==> src/rtl/minn_peak_detector.sv <==
// minn_peak_detector: threshold-triggered peak search over the Minn timing metric,
// reporting the earliest maximum once SEARCH_LEN non-improving samples follow it.
module minn_peak_detector #(
    parameter int METRIC_WIDTH = 20,
    parameter int IDX_WIDTH    = 16,
    parameter int SEARCH_LEN   = 16,
    parameter int HOLDOFF_LEN  = 64
) (
    input  logic                           clk,
    input  logic                           rst,
    input  logic                           metric_valid,
    input  logic signed [METRIC_WIDTH-1:0] metric_in,
    input  logic signed [METRIC_WIDTH-1:0] threshold,
    output logic                           peak_valid,
    output logic signed [METRIC_WIDTH-1:0] peak_value,
    output logic        [IDX_WIDTH-1:0]    peak_index,
    output logic                           busy
);
    localparam int GW = (SEARCH_LEN < 1) ? 1 : $clog2(SEARCH_LEN + 1);
    localparam int HW = (HOLDOFF_LEN < 1) ? 1 : $clog2(HOLDOFF_LEN + 1);

    typedef enum logic [1:0] {IDLE, TRACK, HOLDOFF} state_t;

    state_t                          state_q;
    logic        [IDX_WIDTH-1:0]     sample_idx_q, max_idx_q;
    logic signed [METRIC_WIDTH-1:0]  max_q;
    logic        [GW-1:0]            gap_q, gap_d;
    logic        [HW-1:0]            hold_q, hold_d;

    assign gap_d  = gap_q + GW'(1);
    assign hold_d = hold_q + HW'(1);
    assign busy   = state_q != IDLE;

    always_ff @(posedge clk) begin
        if (rst) begin
            state_q      <= IDLE;
            sample_idx_q <= '0;
            max_q        <= '0;
            max_idx_q    <= '0;
            gap_q        <= '0;
            hold_q       <= '0;
            peak_valid   <= 1'b0;
            peak_value   <= '0;
            peak_index   <= '0;
        end else begin
            peak_valid <= 1'b0;
            if (metric_valid) begin
                sample_idx_q <= sample_idx_q + IDX_WIDTH'(1);
                case (state_q)
                    IDLE: if (metric_in > threshold) begin
                        state_q   <= TRACK;
                        max_q     <= metric_in;
                        max_idx_q <= sample_idx_q;
                        gap_q     <= '0;
                    end
                    TRACK: if (metric_in > max_q) begin
                        max_q     <= metric_in;
                        max_idx_q <= sample_idx_q;
                        gap_q     <= '0;
                    end else begin
                        gap_q <= gap_d;
                        // ties and sub-threshold samples only age the current maximum
                        if (gap_d == GW'(SEARCH_LEN)) begin
                            peak_valid <= 1'b1;
                            peak_value <= max_q;
                            peak_index <= max_idx_q;
                            hold_q     <= '0;
                            state_q    <= (HOLDOFF_LEN == 0) ? IDLE : HOLDOFF;
                        end
                    end
                    HOLDOFF: begin
                        hold_q <= hold_d;
                        if (hold_d == HW'(HOLDOFF_LEN)) state_q <= IDLE;
                    end
                    default: state_q <= IDLE;
                endcase
            end
        end
    end
endmodule

==> config.mk <==
export PLATFORM = sky130hd
export DESIGN_NAME = minn_peak_detector
export DESIGN_NICKNAME = d
export VERILOG_FILES = /design/src/rtl/minn_peak_detector.sv
export SDC_FILE = /design/constraint.sdc
export NUM_CORES = 1
export LEC_CHECK = 0
export BUFFER_PORTS_ARGS = -buffer_cell sky130_fd_sc_hd__buf_4
export CAP_MARGIN = 10
export CORE_MARGIN = 5
export CORE_UTILIZATION = 52
export CTS_CLUSTER_SIZE = 25
export DETAILED_ROUTE_END_ITERATION = 6
export PLACE_DENSITY = 0.76
export SYNTH_ARGS = -nofsm -noshare
export SYNTH_HDL_FRONTEND = slang
export SYNTH_SLANG_ARGS = --single-unit
==> constraint.sdc <==
create_clock -name clk -period 2.25 [get_ports clk]
set_input_delay 0.225 -clock clk [delete_from_list [all_inputs] [get_ports clk]]
set_output_delay 0.225 -clock clk [all_outputs]
set_load 0.02 [all_outputs]
Word-level counts from Yosys, hierarchy flattened
Index checks and enable logic that the tools add are counted.

cells by class
  add/sub/neg operators = 3
  multiply operators = 0
  div/mod/pow operators = 0
  order comparisons = 2
  equality and inequality tests = 9
  shifts and indexed selects = 0
  muxes and demuxes = 18
  bitwise operators = 3
  reductions and logical operators = 10

operator list
  kind                     count
  $gt A20 B20 Y1           2
  $mux W20                 2
  $pmux W20 S2             1
  $mux W16                 2
  $pmux W16 S2             1
  $add A16 B1 Y16 const B  1
  $mux W7                  2
  $pmux W7 S2              1
  $reduce_and A4 Y1        3
  $mux W5                  2
  $ne A2 B2 Y1 const B     5
  $pmux W5 S2              1
  $mux W2                  4
  $add A7 B1 Y7 const B    1
  $eq A7 B7 Y1 const B     1
  $pmux W2 S3              1
  $reduce_bool A2 Y1       3
  $add A5 B1 Y5 const B    1
  $eq A5 B5 Y1 const B     1
  $reduce_and A5 Y1        1
  $reduce_or A4 Y1         1
  $not A1 Y1               3
  $reduce_and A3 Y1        1
  $eq A2 B1 Y1 const B     1
  other kinds (3)          3

word-level totals
  register bits after elaboration = 103
  bits in latches = 0
  bits in writable memories = 0
  bits in read-only memories = 0
  input port bits = 43
  output and inout port bits = 38
  logic and storage cells = 54
  memories = 0

Depth between registers and ports, before layout
Gate-level depths: netlist of the first run.

  depth in word-level cells = 5
  mapped depth = 11
  gate-level depth less buffers = 9

Worst setup path before layout of the first run
Ideal clock, no wire load.

  path type = register to register
  from = reg max_q[19]
  to = reg max_q[7]
  setup time = 0.116 ns
  arrival time = 2.303 ns
  data required time = 2.134 ns
  setup slack = -0.169 ns
  stages on the path, launching flop included = 12
  buffers on the path = 2
  clock period less this slack = 2.419 ns
  path through = dfxtp_1 -> inv_1 -> ha_1 -> nand4_2 -> nor4_2 -> a21boi_2 -> or3_4 -> a211oi_2 -> or2_1 -> buf_6 -> buf_8 -> a31o_1

on the way
  cells in the longest elaborated chain, start to end = 3

ends and longest elaborated chain
  element                             RTL line  text
  from (decl)                         26        logic signed [METRIC_WIDTH-1:0] max_q;
  from (signal assigned)              52        max_q <= metric_in;
  from (signal assigned)              57        max_q <= metric_in;
  $gt A20 B20 Y1                      56        TRACK: if (metric_in > max_q) begin
  $ne A2 B2 Y1 (no source line)       --
  $reduce_and A4 Y1 (no source line)  --

Every way passes these cells.
A chain may end at the register's enable or synchronous reset.

Final worst setup path of the first run
  from = reg max_q[11]
  to = reg max_q[18]

The elaborated chain is that of the path after synthesis.

==> run summary, run 1 <==
Crit-path cells: inv_2 > ha_4 > nand4_1 > buf_4 > nor4_4 > a21boi_4 > or3_4 > a211oi_4 > buf_4 > buf_8 > nor4b_2 > a31o_1
Crit. Startpoint: max_q[11]
Mapped Avg Cell Area: 9.71 sq um
# DRC: 0
Clk_lat worst skew: 0.40 ns
PortBufs: 80
Sequential fraction of the synthesis area: 0.359
Fmax: 350 MHz
Diodes inserted: 0
Leak: 3.22 nW
Total CTS buffers: 9
H-Tree Depth: 3
Synthesized netlist cell count: 592
Vias in the first global route: 5565
Row Count: 38
Layout Nets: 843
CP delay by family, top: simple AND/OR/NAND/NOR gates
Setup crit start kind: register
Worst r2r path cells: 12
Largest net degree at the start of global routing: 100
Hold Path End: sample_idx_q[1]
Max-Cap Viols: 0
Core area: 0.0108 sq mm
Synthesis Warnings: 0
Yosys reg bits: 103
Initial cell density of the core: 0.530
Routed vias: 5408
Worst hold path class: in2reg
Overflow after GRT: 0
Worst endpoint required time: 2.59 ns
Slew Limit Fails: 0
Synth async-reset ratio: 0
Kind of critical path: reg2reg
Final worst slack: -0.607 ns
Slowest cell on the critical path: nor4b_2
Clock Path Buffers: 2
Total GRT Usage: 0.263
Worst path arrival time: 3.20 ns
Unrepaired setup endpoints after global routing: yes
Hold path startpoint: metric_valid
Num ports: 81
Ratio of final minimum period to clock period: 1.27
Most used cell, CP: buf_4
Antenna violations before repair: 0
Routed wire length: 18000 um
Post-synth EDFFs: 0
CP Max Fanout: 7
Endpoints failing setup: 87
Wire length per cell: 19.9 um
Hpwl dp: 10000 um
Outcome: finished, violations left
First-pass GRT wire length: 27400 um
Internal reg-to-reg setup slack: -0.61 ns
Failing checks: setup timing
Reg2Reg Launch Point: max_q[11]
Die area: 0.0133 sq mm
Synth Cell Area: 0.00575 sq mm
DRT iter0 DRCs: 365
Power density cells: 541 mW/mm^2
Clock slew at reported path FFs: 0.12 ns
Number of vias per cell: 6.00
Routability cong.: 0.898
Max_slew headroom: 0.544
Reg2Reg Capture Point: max_q[18]
Die W: 115 um
Final Non-Filler Cells: 902
Most frequent cells in the layout: buf_4, dfxtp_1, nor2_1, inv_1, a31o_1
DRT Pass-1 Iters: 6
Root Buffer: clkbuf_8
Clk sinks: 103
Die H: 115 um
Total chip power: 4.33 mW
Critical Path Sink Type: register
Area growth from synthesis to layout: 39.2%
Commonest non-fill, non-tap cell in the layout: buf_4
WP buf/inv: 4
Layout cells sized above 1: 0.424
Leading register cell type out of synthesis: dfxtp_1
Syn nets: 678
Final hold vios: 0
Maximum vdd drop: 0.409 mV
WHS Path Cells: 3
Skew final: 0.0276 ns
Placed Cells: 848
Final ANT Viol Nets: 0
TritonCTS clock tree: yes
Unique masters post-synth: 63
Hold-fix buffers, CTS: 0
Worst path max stage delay: 0.40 ns
Least-Margin Pin Slew: 0.683 ns
Fin crit period: 2.86 ns
[layout make-up]
| cell class | count | area [sq um] |
|---|---|---|
| multi-input cells | 409 | 3620 |
| fillers | 695 | 2840 |
| flip-flops and latches | 103 | 2080 |
| repair buffers | 189 | 1770 |
| well taps | 140 | 175 |
| inverters | 45 | 169 |
| clock buffers | 9 | 124 |
| clock inverters | 7 | 62.6 |
[routing by layer]
layer / up-vias / global-route usage / share of wire
li1: 2452 / - / -
met1: 2590 / 0.296 / 0.38
met2: 269 / 0.456 / 0.49
met3: 97 / 0.0516 / 0.069
met4: 0 / 0.160 / 0.053
met5: - / 0 / 0
[registers in the layout, indices dropped and copies added (netlist names)]
name          flops
peak_index       16
state_q           2
gap_q             5
max_idx_q        16
peak_valid        1
peak_value       20
sample_idx_q     16
max_q            20
hold_q            7
[synthesized netlist by cell type (all sizes together) (3+ instances only)]
| master | count | area share |
|---|---|---|
| nand2b | 3 | 0.0033 |
| inv | 45 | 0.029 |
| a31o | 36 | 0.055 |
| o21a | 3 | 0.0039 |
| nand2 | 31 | 0.020 |
| and4 | 5 | 0.0076 |
| a21oi | 25 | 0.022 |
| dlygate4sd3 | 3 | 0.0052 |
| buf | 18 | 0.031 |
| or3 | 4 | 0.0052 |
| dfxtp | 103 | 0.36 |
| ha | 43 | 0.094 |
| or2 | 4 | 0.0044 |
| o21ai | 16 | 0.015 |
| nand3 | 17 | 0.015 |
| a21boi | 4 | 0.0078 |
| xnor2 | 5 | 0.0076 |
| and2 | 4 | 0.0046 |
| nor4 | 6 | 0.011 |
| mux2i | 37 | 0.064 |
| nor4b | 35 | 0.085 |
| xor2 | 14 | 0.021 |
| nor3 | 11 | 0.010 |
| nor2 | 65 | 0.042 |
| nor2b | 3 | 0.0033 |
| clkbuf | 14 | 0.014 |
| nand4 | 13 | 0.018 |
| a41o | 3 | 0.0054 |
[report_power, final]
part / internal (mW) / total [mW] / leakage (nW) / switching, mW
Sequential: 1.87 / 1.91 / 0.839 / 0.0361
Combinational: 0.611 / 1.23 / 2.29 / 0.623
Clock: 0.426 / 1.18 / 0.0863 / 0.756
Total: 2.91 / 4.33 / 3.22 / 1.42
[timing repair]
item,in CTS,in global routing
setup buffers,27,6
pin swaps,50,21
gates resized for setup,79,22
gates cloned,8,0
setup endpoints to repair,87,87
[metrics by stage]
stage	setup slack, ns	hold slack (ns)	util	TNS, ns	area [sq um]
global placement	-0.342	0.464	0.635	-24.77	6890
floorplan	-0.109	0.449	-	-4.64	5820
finish	-0.607	0.205	0.738	-44.28	8010
global route	-0.662	0.233	0.738	-51.64	8010
CTS	-0.381	0.186	0.726	-24.32	7870
detailed placement	-0.415	0.469	0.635	-29.91	6890
[cells by family after synthesis]
logic type | Yosys count | synth area share
and+or+nand+nor | 206 | 0.237
buffers and inverters | 80 | 0.0801
DFF | 103 | 0.359
AOI/OAI and AO/OA | 103 | 0.135
xor gates and xnor gates | 19 | 0.0289
adders and majority gates | 43 | 0.0936
muxes | 38 | 0.0664
[worst max-delay path by stage]
stage                     end  slack, ns  cells after the start
6_report            max_q[18]      -0.61                     12
5_1_grt        peak_value[12]      -0.66                     14
4_1_cts             hold_q[3]      -0.38                     13
3_5_place_dp        max_q[10]      -0.41                     12
3_3_place_gp         max_q[5]      -0.34                     12
2_1_floorplan   max_idx_q[15]      -0.11                     11
[tightest hold or removal path: stages]
cell and delay, ns:
buf_4 0.17, mux2i_1 0.09, nor2_1 0.07
Power figures use the tool's default switching activity.
==> inputs of run 2 (changes only) <==
Clock period 2.25 ns to 2.5 ns, I/O delays scaled along.
==> run 2 against run 1 <==
The run still ends with setup timing left. Cell count decreased by 3.8%. Setup slack improved by 0.48 ns. Clock skew decreased by 0.011 ns. Register-to-register slack improved by 0.48 ns. Sequential power decreased by 9.9%. Non-clock buffer count decreased by 34. Sequential cell count unchanged. Core utilization decreased by 3.9 points. Die area unchanged. Count of clock-buffer cells in the layout increased by 1. Critical path type unchanged. Largest cell class unchanged.
==> run summary, run 2 (same netlist as run 1, synthesis figures left out) <==
Layout cells sized above 1: 0.372 (-0.0516)
Num ports: 81 (unchanged)
Number of vias per cell: 5.76 (-3.9%)
Hpwl dp: 10200 um (+1.9%)
Critical path depth: 11 (-1)
Largest net degree at the start of global routing: 51 (-49%)
Initial cell density of the core: 0.530 (unchanged)
Endpoints failing setup: 78 (-10%)
Max-Cap Viols: 0 (unchanged)
Commonest non-fill, non-tap cell in the layout: buf_4
Outcome: finished, violations left
Routed wire length: 15700 um (-12%)
WHS Path Cells: 3 (unchanged)
Ratio of final minimum period to clock period: 1.05 (-0.218)
Worst path max stage delay: 0.36 ns (-0.04 ns)
H-Tree Depth: 3 (unchanged)
Power density cells: 489 mW/mm^2 (-9.6%)
Clk_lat worst skew: 0.38 ns (-0.02 ns)
Net Switching: 1.17 mW (-17%)
Clock Path Buffers: 2 (unchanged)
Skew final: 0.0171 ns (-0.0105 ns)
Clk sinks: 103 (unchanged)
Fmax: 380 MHz (+8.6%)
Layout Nets: 809 (-4.0%)
WP buf/inv: 3 (-1)
Post-route setup TNS: -5.92 ns (+38.36 ns)
Vias in the first global route: 5095 (-8.4%)
Core area: 0.0108 sq mm (unchanged)
Diodes inserted: 0 (unchanged)
Final ANT Viol Nets: 0 (unchanged)
Max_slew headroom: 0.593 (+0.0490)
Critical Path Sink Type: register
TritonCTS clock tree: yes
Kind of critical path: reg2reg
Die area: 0.0133 sq mm (unchanged)
Root Buffer: clkbuf_8
PortBufs: 80 (unchanged)
Final worst slack: -0.130 ns (+0.477 ns)
Crit-path cells: inv_2 > ha_4 > nand4_1 > buf_4 > nor4_4 > a21boi_4 > or3_4 > a211oi_4 > or2_4 > buf_12 > a31o_1
Failing checks: setup timing
Hold-fix buffers, CTS: 0 (unchanged)
Most frequent cells in the layout: buf_4, dfxtp_1, nor2_1, inv_1, mux2i_1
Setup crit start kind: register
Overflow after GRT: 0 (unchanged)
Routability cong.: 0.901 (+0.29%)
DRT Pass-1 Iters: 5 (-1)
Worst endpoint required time: 2.77 ns (+0.18 ns)
Fin crit period: 2.63 ns (-0.227 ns)
Die H: 115 um (unchanged)
Slowest cell on the critical path: dfxtp_2
Clock slew at reported path FFs: 0.11 ns (about the same)
Fin area: 0.00758 sq mm (-5.3%)
Final hold vios: 0 (unchanged)
Slew Limit Fails: 0 (unchanged)
Sw Ratio: 0.317 (-0.0101)
P_int: 2.53 mW (-13%)
First-pass GRT wire length: 24200 um (-12%)
Routed vias: 5002 (-7.5%)
Worst path arrival time: 2.90 ns (-0.30 ns)
CP Max Fanout: 6 (-1)
# DRC: 0 (unchanged)
CP delay by family, top: simple AND/OR/NAND/NOR gates
Largest registers: max_q (20), peak_value (20)
Clock network fraction of design power: 0.275 (+0.002)
DRT iter0 DRCs: 260 (-29%)
Worst hold path class: in2reg
Row Count: 38 (unchanged)
Flop pwr share: 0.465 (+0.023)
Total GRT Usage: 0.226 (-0.0367)
Area growth from synthesis to layout: 31.8%
Die W: 115 um (unchanged)
Wire length per cell: 18.1 um (-9.0%)
Placed instance area: 0.00674 sq mm (-2.2%)
WHS: 0.217 ns (+0.0118 ns)
Combinational power share: 0.260 (-0.025)
Antenna violations before repair: 0 (unchanged)
Leak: 3.00 nW (-6.7%)
Least-Margin Pin Slew: 0.605 ns (-0.0783 ns)
Fillers: 753 (+8.3%)
Total CTS buffers: 9 (unchanged)
Unrepaired setup endpoints after global routing: yes
Maximum vdd drop: 0.409 mV (about the same)
Worst r2r path cells: 11 (-1)
[run 2: power by group through the flow]
stage	Combinational (mW)	Sequential, mW	Clock, mW
after global routing	1.03	1.73	1.09
after CTS	0.864	1.72	1.03
final	0.964	1.72	1.02
after detailed placement	0.726	1.75	0
after floorplan	0.470	1.75	0
after global placement	0.692	1.75	0
[run 2: tightest hold or removal path, cell delays in order]
cell	delay, ns
buf_4	0.16
xnor2_1	0.09
nor2_1	0.07
[run 2: repair_timing]
item,CTS,global route
gates resized for setup,50,24
buffers inserted,8,6
endpoints found under the setup margin,76,83
pin swaps,17,44
gates cloned,2,6
[run 2: cell type report]
type | instances | area [sq um] | share of cell area
timing repair buffer | 155 | 1380 | 0.183
clock inverter | 6 | 53.8 | 0.00710
multi-input combinational | 409 | 3590 | 0.474
inverter | 45 | 169 | 0.0223
clock buffer | 10 | 128 | 0.0168
tap | 140 | 175 | 0.0231
sequential | 103 | 2080 | 0.274
[run 2: final timing paths]
path | start | to | slack [ns]
worst max-delay path | max_q[13] | max_q[19] | -0.13
worst min-delay path | metric_valid | sample_idx_q[0] | 0.22
worst min register to register | gap_q[1] | gap_q[1] | 0.49
worst max register to register | max_q[13] | max_q[19] | -0.13
[run 2: metrics by stage]
step / utilization / setup WS [ns] / power [mW] / cells
floorplan: - / 0.0813 / 2.22 / 592
global placement: 0.621 / -0.158 / 2.44 / 831
detailed placement: 0.621 / -0.217 / 2.48 / 831
CTS: 0.673 / -0.0391 / 3.61 / 857
global route: 0.699 / -0.299 / 3.85 / 868
finish: 0.699 / -0.130 / 3.70 / 868
[run 2: routing by layer]
layer,routed length [um],share of wire,track usage
met1,6010,0.38,0.255
met2,8090,0.51,0.406
met3,897,0.057,0.0489
met4,736,0.047,0.103
met5,0,0,0
